### config.mk
export PLATFORM = sky130hd
export DESIGN_NAME = key_search
export DESIGN_NICKNAME = d
export VERILOG_FILES = /design/src/rtl/key_search.sv
export SDC_FILE = /design/constraint.sdc
export NUM_CORES = 1
export LEC_CHECK = 0
export CAP_MARGIN = 20
export CORE_AREA = 3 3 95 97
export CTS_BUF_LIST = sky130_fd_sc_hd__clkbuf_16
export CTS_CLUSTER_DIAMETER = 150
export DETAILED_ROUTE_END_ITERATION = 12
export DIE_AREA = 0 0 98 100
export DONT_BUFFER_PORTS = 1
export GPL_TIMING_DRIVEN = 0
export PLACE_DENSITY_LB_ADDON = 0.25
export SYNTH_ARGS = -nofsm -noshare
export SYNTH_HDL_FRONTEND = slang
export SYNTH_SLANG_ARGS = --single-unit
### constraint.sdc
create_clock -name clk -period 3.6 [get_ports clk]
set_input_delay 0.18 -clock clk [delete_from_list [all_inputs] [get_ports clk]]
set_output_delay 0.18 -clock clk [all_outputs]
set_load 0.03 [all_outputs]
### src/rtl/key_search.sv
// key_search: brute-force key search controller that sits beside arc4.
// For each candidate key it starts arc4, waits for the decryption to finish,
// then scans the plaintext memory. The plaintext is valid when byte 0 (length
// L) is non-zero and bytes 1..L all lie in [CHAR_MIN, CHAR_MAX].
// Keys are tried as KEY_START, KEY_START+KEY_STEP, ... up to KEY_END inclusive,
// and the first key that passes is reported.
//
// Ports:
//   clk, rst_n      clock, synchronous active-low reset
//   en              start pulse, sampled only while rdy=1
//   stop            (only with KEY_SEARCH_STOP_EN) request to end the search
//                   after the in-flight attempt
//   rdy             1 = idle, results stable
//   key_valid       key_out holds a plaintext-valid key
//   key_out[23:0]   found key (0 when key_valid=0)
//   arc4_en         one-cycle start pulse to arc4
//   arc4_rdy        arc4 idle/ready
//   arc4_key[23:0]  key presented to arc4, stable for the whole run
//   pt_addr[7:0]    registered plaintext read address
//   pt_rddata[7:0]  plaintext read data, one cycle after pt_addr
//
// Optional feature macro: KEY_SEARCH_STOP_EN adds the stop input.
module key_search #(
  parameter logic [23:0] KEY_START = 24'h000000,
  parameter logic [23:0] KEY_END   = 24'hFFFFFF,
  parameter logic [23:0] KEY_STEP  = 24'h000001,
  parameter logic [7:0]  CHAR_MIN  = 8'h20,
  parameter logic [7:0]  CHAR_MAX  = 8'h7E
) (
  input  logic        clk,
  input  logic        rst_n,
  input  logic        en,
`ifdef KEY_SEARCH_STOP_EN
  input  logic        stop,
`endif
  output logic        rdy,
  output logic        key_valid,
  output logic [23:0] key_out,
  output logic        arc4_en,
  input  logic        arc4_rdy,
  output logic [23:0] arc4_key,
  output logic [7:0]  pt_addr,
  input  logic [7:0]  pt_rddata
);

  typedef enum logic [2:0] {
    S_IDLE, S_ISSUE, S_WAIT_LO, S_WAIT_HI, S_RD_LEN, S_SCAN, S_NEXT, S_DONE
  } state_t;

  state_t      state_q, state_d;
  logic [23:0] arc4_key_q, arc4_key_d;
  logic [23:0] key_out_q, key_out_d;
  logic        key_valid_q, key_valid_d;
  logic [7:0]  pt_addr_q, pt_addr_d;
  logic [7:0]  len_q, len_d;
  logic [7:0]  idx_q, idx_d;     // index of the byte arriving on pt_rddata in SCAN
  logic        stop_req;
  logic        byte_ok;
  logic [7:0]  cur_len;
  logic [24:0] key_next_wide;    // one extra bit so the end-of-range test cannot wrap

`ifdef KEY_SEARCH_STOP_EN
  logic stop_q, stop_d;

  always_comb begin
    stop_d = stop_q;
    if (rdy && en)        stop_d = 1'b0;
    else if (stop && !rdy) stop_d = 1'b1;
  end

  always_ff @(posedge clk) begin
    if (!rst_n) stop_q <= 1'b0;
    else        stop_q <= stop_d;
  end

  assign stop_req = stop_q | stop;
`else
  assign stop_req = 1'b0;
`endif

  always_comb begin
    byte_ok       = (pt_rddata >= CHAR_MIN) && (pt_rddata <= CHAR_MAX);
    // The first SCAN cycle delivers the length byte itself.
    cur_len       = (idx_q == 8'd0) ? pt_rddata : len_q;
    key_next_wide = {1'b0, arc4_key_q} + {1'b0, KEY_STEP};
  end

  // Next-state and datapath updates.
  always_comb begin
    state_d     = state_q;
    arc4_key_d  = arc4_key_q;
    key_out_d   = key_out_q;
    key_valid_d = key_valid_q;
    pt_addr_d   = pt_addr_q;
    len_d       = len_q;
    idx_d       = idx_q;
    case (state_q)
      S_IDLE, S_DONE: begin
        if (en) begin
          key_valid_d = 1'b0;
          key_out_d   = '0;
          arc4_key_d  = KEY_START;
          state_d     = S_ISSUE;
        end
      end
      S_ISSUE:   if (arc4_rdy)  state_d = S_WAIT_LO;
      S_WAIT_LO: if (!arc4_rdy) state_d = S_WAIT_HI;
      S_WAIT_HI: begin
        if (arc4_rdy) begin
          pt_addr_d = '0;
          state_d   = S_RD_LEN;
        end
      end
      S_RD_LEN: begin
        // Address 0 is on the bus now; queue address 1 behind it.
        pt_addr_d = 8'd1;
        idx_d     = '0;
        state_d   = S_SCAN;
      end
      S_SCAN: begin
        if (idx_q == 8'd0) begin
          len_d = pt_rddata;
          if (pt_rddata == 8'd0) begin
            pt_addr_d = '0;
            state_d   = S_NEXT;
          end else begin
            idx_d = 8'd1;
            if (pt_addr_q < cur_len) pt_addr_d = pt_addr_q + 8'd1;
          end
        end else if (!byte_ok) begin
          pt_addr_d = '0;
          state_d   = S_NEXT;
        end else if (idx_q == len_q) begin
          pt_addr_d   = '0;
          key_out_d   = arc4_key_q;
          key_valid_d = 1'b1;
          state_d     = S_DONE;
        end else begin
          idx_d = idx_q + 8'd1;
          // Address stalls at L so it never wraps past 255.
          if (pt_addr_q < cur_len) pt_addr_d = pt_addr_q + 8'd1;
        end
      end
      S_NEXT: begin
        if (stop_req || (key_next_wide > {1'b0, KEY_END})) begin
          state_d = S_DONE;
        end else begin
          arc4_key_d = key_next_wide[23:0];
          state_d    = S_ISSUE;
        end
      end
      default: state_d = S_IDLE;
    endcase
  end

  always_comb begin
    rdy     = (state_q == S_IDLE) || (state_q == S_DONE);
    arc4_en = (state_q == S_ISSUE) && arc4_rdy;
  end

  always_ff @(posedge clk) begin
    if (!rst_n) begin
      state_q     <= S_IDLE;
      arc4_key_q  <= KEY_START;
      key_out_q   <= '0;
      key_valid_q <= 1'b0;
      pt_addr_q   <= '0;
      len_q       <= '0;
      idx_q       <= '0;
    end else begin
      state_q     <= state_d;
      arc4_key_q  <= arc4_key_d;
      key_out_q   <= key_out_d;
      key_valid_q <= key_valid_d;
      pt_addr_q   <= pt_addr_d;
      len_q       <= len_d;
      idx_q       <= idx_d;
    end
  end

  assign key_valid = key_valid_q;
  assign key_out   = key_out_q;
  assign arc4_key  = arc4_key_q;
  assign pt_addr   = pt_addr_q;

endmodule

==> results.cfg <==
[status]
status = completed

[worst_setup_path]
required_ps = 3820
worstSetupEndpointType = flip-flop
path_max_fanout = 10
critical_path_arrival_ps = 3660
crit_buf_inv = 1
crit_top_cell = nor4_4
cp_slowest_cell = dfxtp_1
cp-start-kind = flip-flop
slowest_delay_ps = 740
crit_family = simple AND/OR/NAND/NOR gates
path_cells = ha_1 -> nand3_2 -> nor4_4 -> and4_1 -> o22ai_1 -> nor4_4 -> buf_2 -> nor3_1 -> a221o_1
critPathKind = reg2reg

[timing]
report.final.slew_viol_count = 0
fin_crit_ps = 3437
fmax_mhz = 290.9
finalClockSkew_ps = 7.219
finalWorstSetupSlack_ps = 162.6
finalSetupViolations = 0
period_share = 0.9548
slew_headroom = 0.2311
rsz0062_at_grt = false
worst_pin_slew_ps = 1141
hold_viol_final = 0

[routing]
drtIter0Drc = 215
drtPass1Iterations = 5
routedWlPerCell_um = 18.17
via_per_inst = 6.358
ant_nets = 0
drc = 0
num_vias = 4279
drt_wl_total_um = 12230

[yosys]
yosys_warnings = 0
netlist_instances = 547
avgSynthCellArea_sq_um = 8.127
syn_nets = 571
synth_cell_type_count = 66
synth-edff-count = 0
synthArstFlopShare = 0
yosysTopAreaCell = dfxtp_1
synth.area.top_cells = dfxtp_1 34%, nand3_1 5.4%, nand2_1 5.1%
ys_seq_elements = 76
synth_largest_type_area_fraction = 0.3422
synth.most_common_cell = dfxtp_1
seq_area_frac_synth = 0.3422
yosys-top-cells-count = 76 x dfxtp_1, 60 x nand2_1, 48 x nand3_1, 46 x nor2_1, 39 x a21oi_1
synthFlopType = dfxtp_1
netlist_area_sq_mm = 0.004446

[placement]
place.gp.congestion = 0.8915
dp_hpwl_um = 8698
dpl_worst_slack_ps = -182.6
port_buffers = 0
dpl_cell_area_sq_mm = 0.004577

[grt]
grt_util_all_layers = 0.2446
first_global_vias = 4056
grt_pass1_wl_um = 19610
antenna_found_initial = 0
grt_max_degree = 14
grt-ovfl-total = 0

[clock_tree]
clk-insertion-delay-late_ps = 340
cts_setup_buffers = 0
clk_pin_slew_worst_paths_ps = 60
cts_root_buffer = clkbuf_16
tritoncts = yes
clockBufferDepth = 2
h-tree-depth = 3
cts.sinks = 76
tritoncts.num_buffers = 9

[die]
dieArea_sq_mm = 0.009800
rows = 33
dieWidth_um = 98
die_h_um = 100
ios = 71
core_sq_mm = 0.008217
initial_core_util = 0.5410

[finish]
nFillCells = 758
syn2layout_area_growth_pct = 11.96
fin_area_sq_mm = 0.004977
final_nets = 587
final_layout_size_suffix_gt1_frac = 0.1056
n_antenna_cell = 0
fin_util = 0.6058

[power_and_ir_drop]
swShare = 0.2498
ir_worst_vdd_v = 0.0002837
total_power_mw = 2.004
internal_power_mw = 1.503
pwr-share-comb = 0.089
p_clk_frac = 0.482
p_leak_nw = 1.980
p_per_area_mw_per_mm2 = 402.6
p_seq_frac = 0.429
p_switching_mw = 0.5005

[worst_hold_path]
hold_path_class = in2reg

[job]
drv_cap = 0
[per-stage QoR]
stage	TNS (ps)	instances	hold slack, ps
final	0	673	2.624
after global routing	0	673	16.52
after CTS	0	673	0.3253
after detailed placement	-871.5	652	315.6
after global placement	-101.4	652	314.2
after floorplan	0	547	311.2
[final timing paths]
kind	from	to	slack [ps]	depth (start not counted)
hold reg to reg	idx_q[0]	idx_q[0]	540	2
setup / recovery	arc4_key[1]	arc4_key[20]	160	9
hold / removal	pt_rddata[1]	len_q[1]	3	2
setup reg to reg	arc4_key[1]	arc4_key[20]	160	9
[kinds of logic after synthesis]
group | synth area share
fa+ha+maj | 0.03377
flops | 0.3422
simple gates | 0.2874
mux | 0.04109
compound gates | 0.1934
xor+xnor | 0.04137
buf+inv | 0.06079
[what timing repair did]
item,in CTS,in global routing
setup endpoints to repair,7,6
pin swaps,0,0
endpoints found under the hold margin,6,0
hold buffers,5,0
gates resized for setup,2,5
[layout make-up]
class                           instances  area (sq um)  area share
Tap cell                              105         131.4     0.02640
Clock buffer                            9         225.2     0.04525
Sequential cell                        76          1521      0.3057
Inverter                               14         52.55     0.01056
Timing Repair Buffer                    5         50.05     0.01006
Buffer                                 42         217.7     0.04374
Clock inverter                          7         91.34     0.01835
Multi-Input combinational cell        415          2688      0.5400
[sequential cells by signal (all words and copies together) (netlist names)]
register / cells
arc4_key: 24
idx_q: 8
len_q: 8
key_valid: 1
key_out: 24
pt_addr: 8
state_q: 3
[metal layers]
layer | track usage | routed length (um) | part of all wire | vias to the layer above
met4 | 0.08520 | 241 | 0.020 | 0
li1 | - | - | - | 2039
met5 | 0 | 0 | 0 | -
met2 | 0.4429 | 6212 | 0.51 | 164
met1 | 0.2798 | 4839 | 0.40 | 2054
met3 | 0.06185 | 937 | 0.077 | 22
[power by group through the flow]
| stage | combinational [mW] | sequential [mW] | clock (mW) |
|---|---|---|---|
| after floorplan | 0.131 | 0.876 | 0 |
| after global placement | 0.165 | 0.878 | 0 |
| after detailed placement | 0.168 | 0.879 | 0 |
| after CTS | 0.175 | 0.860 | 0.977 |
| after global routing | 0.194 | 0.861 | 1.01 |
| final | 0.178 | 0.860 | 0.965 |
[layout by cell type, fill, tap and decap left out, types with 12 or more instances in the layout]
cell type  synthesis  layout
dfxtp_1           76      76
nand4_1           12      12
ha_1              12      12
buf_2             14      14
nand3_1           48      48
mux2i_1           16      16
and3_1            14      14
clkbuf_1          17      17
nand2_1           60      59
nor3_1            18      18
o21ai_0           14      14
inv_1             13      13
xor2_1            12      12
a221o_1           14      14
nor2_1            46      46
a21oi_1           39      39
[worst reg2reg max path: stages (launching register included)]
cell and delay, ps:
dfxtp_1 740, ha_1 410, nand3_2 210, nor4_4 420, and4_1 270, o22ai_1 110
nor4_4 430, buf_2 360, nor3_1 110, a221o_1 260
Power figures use the tool's default switching activity.
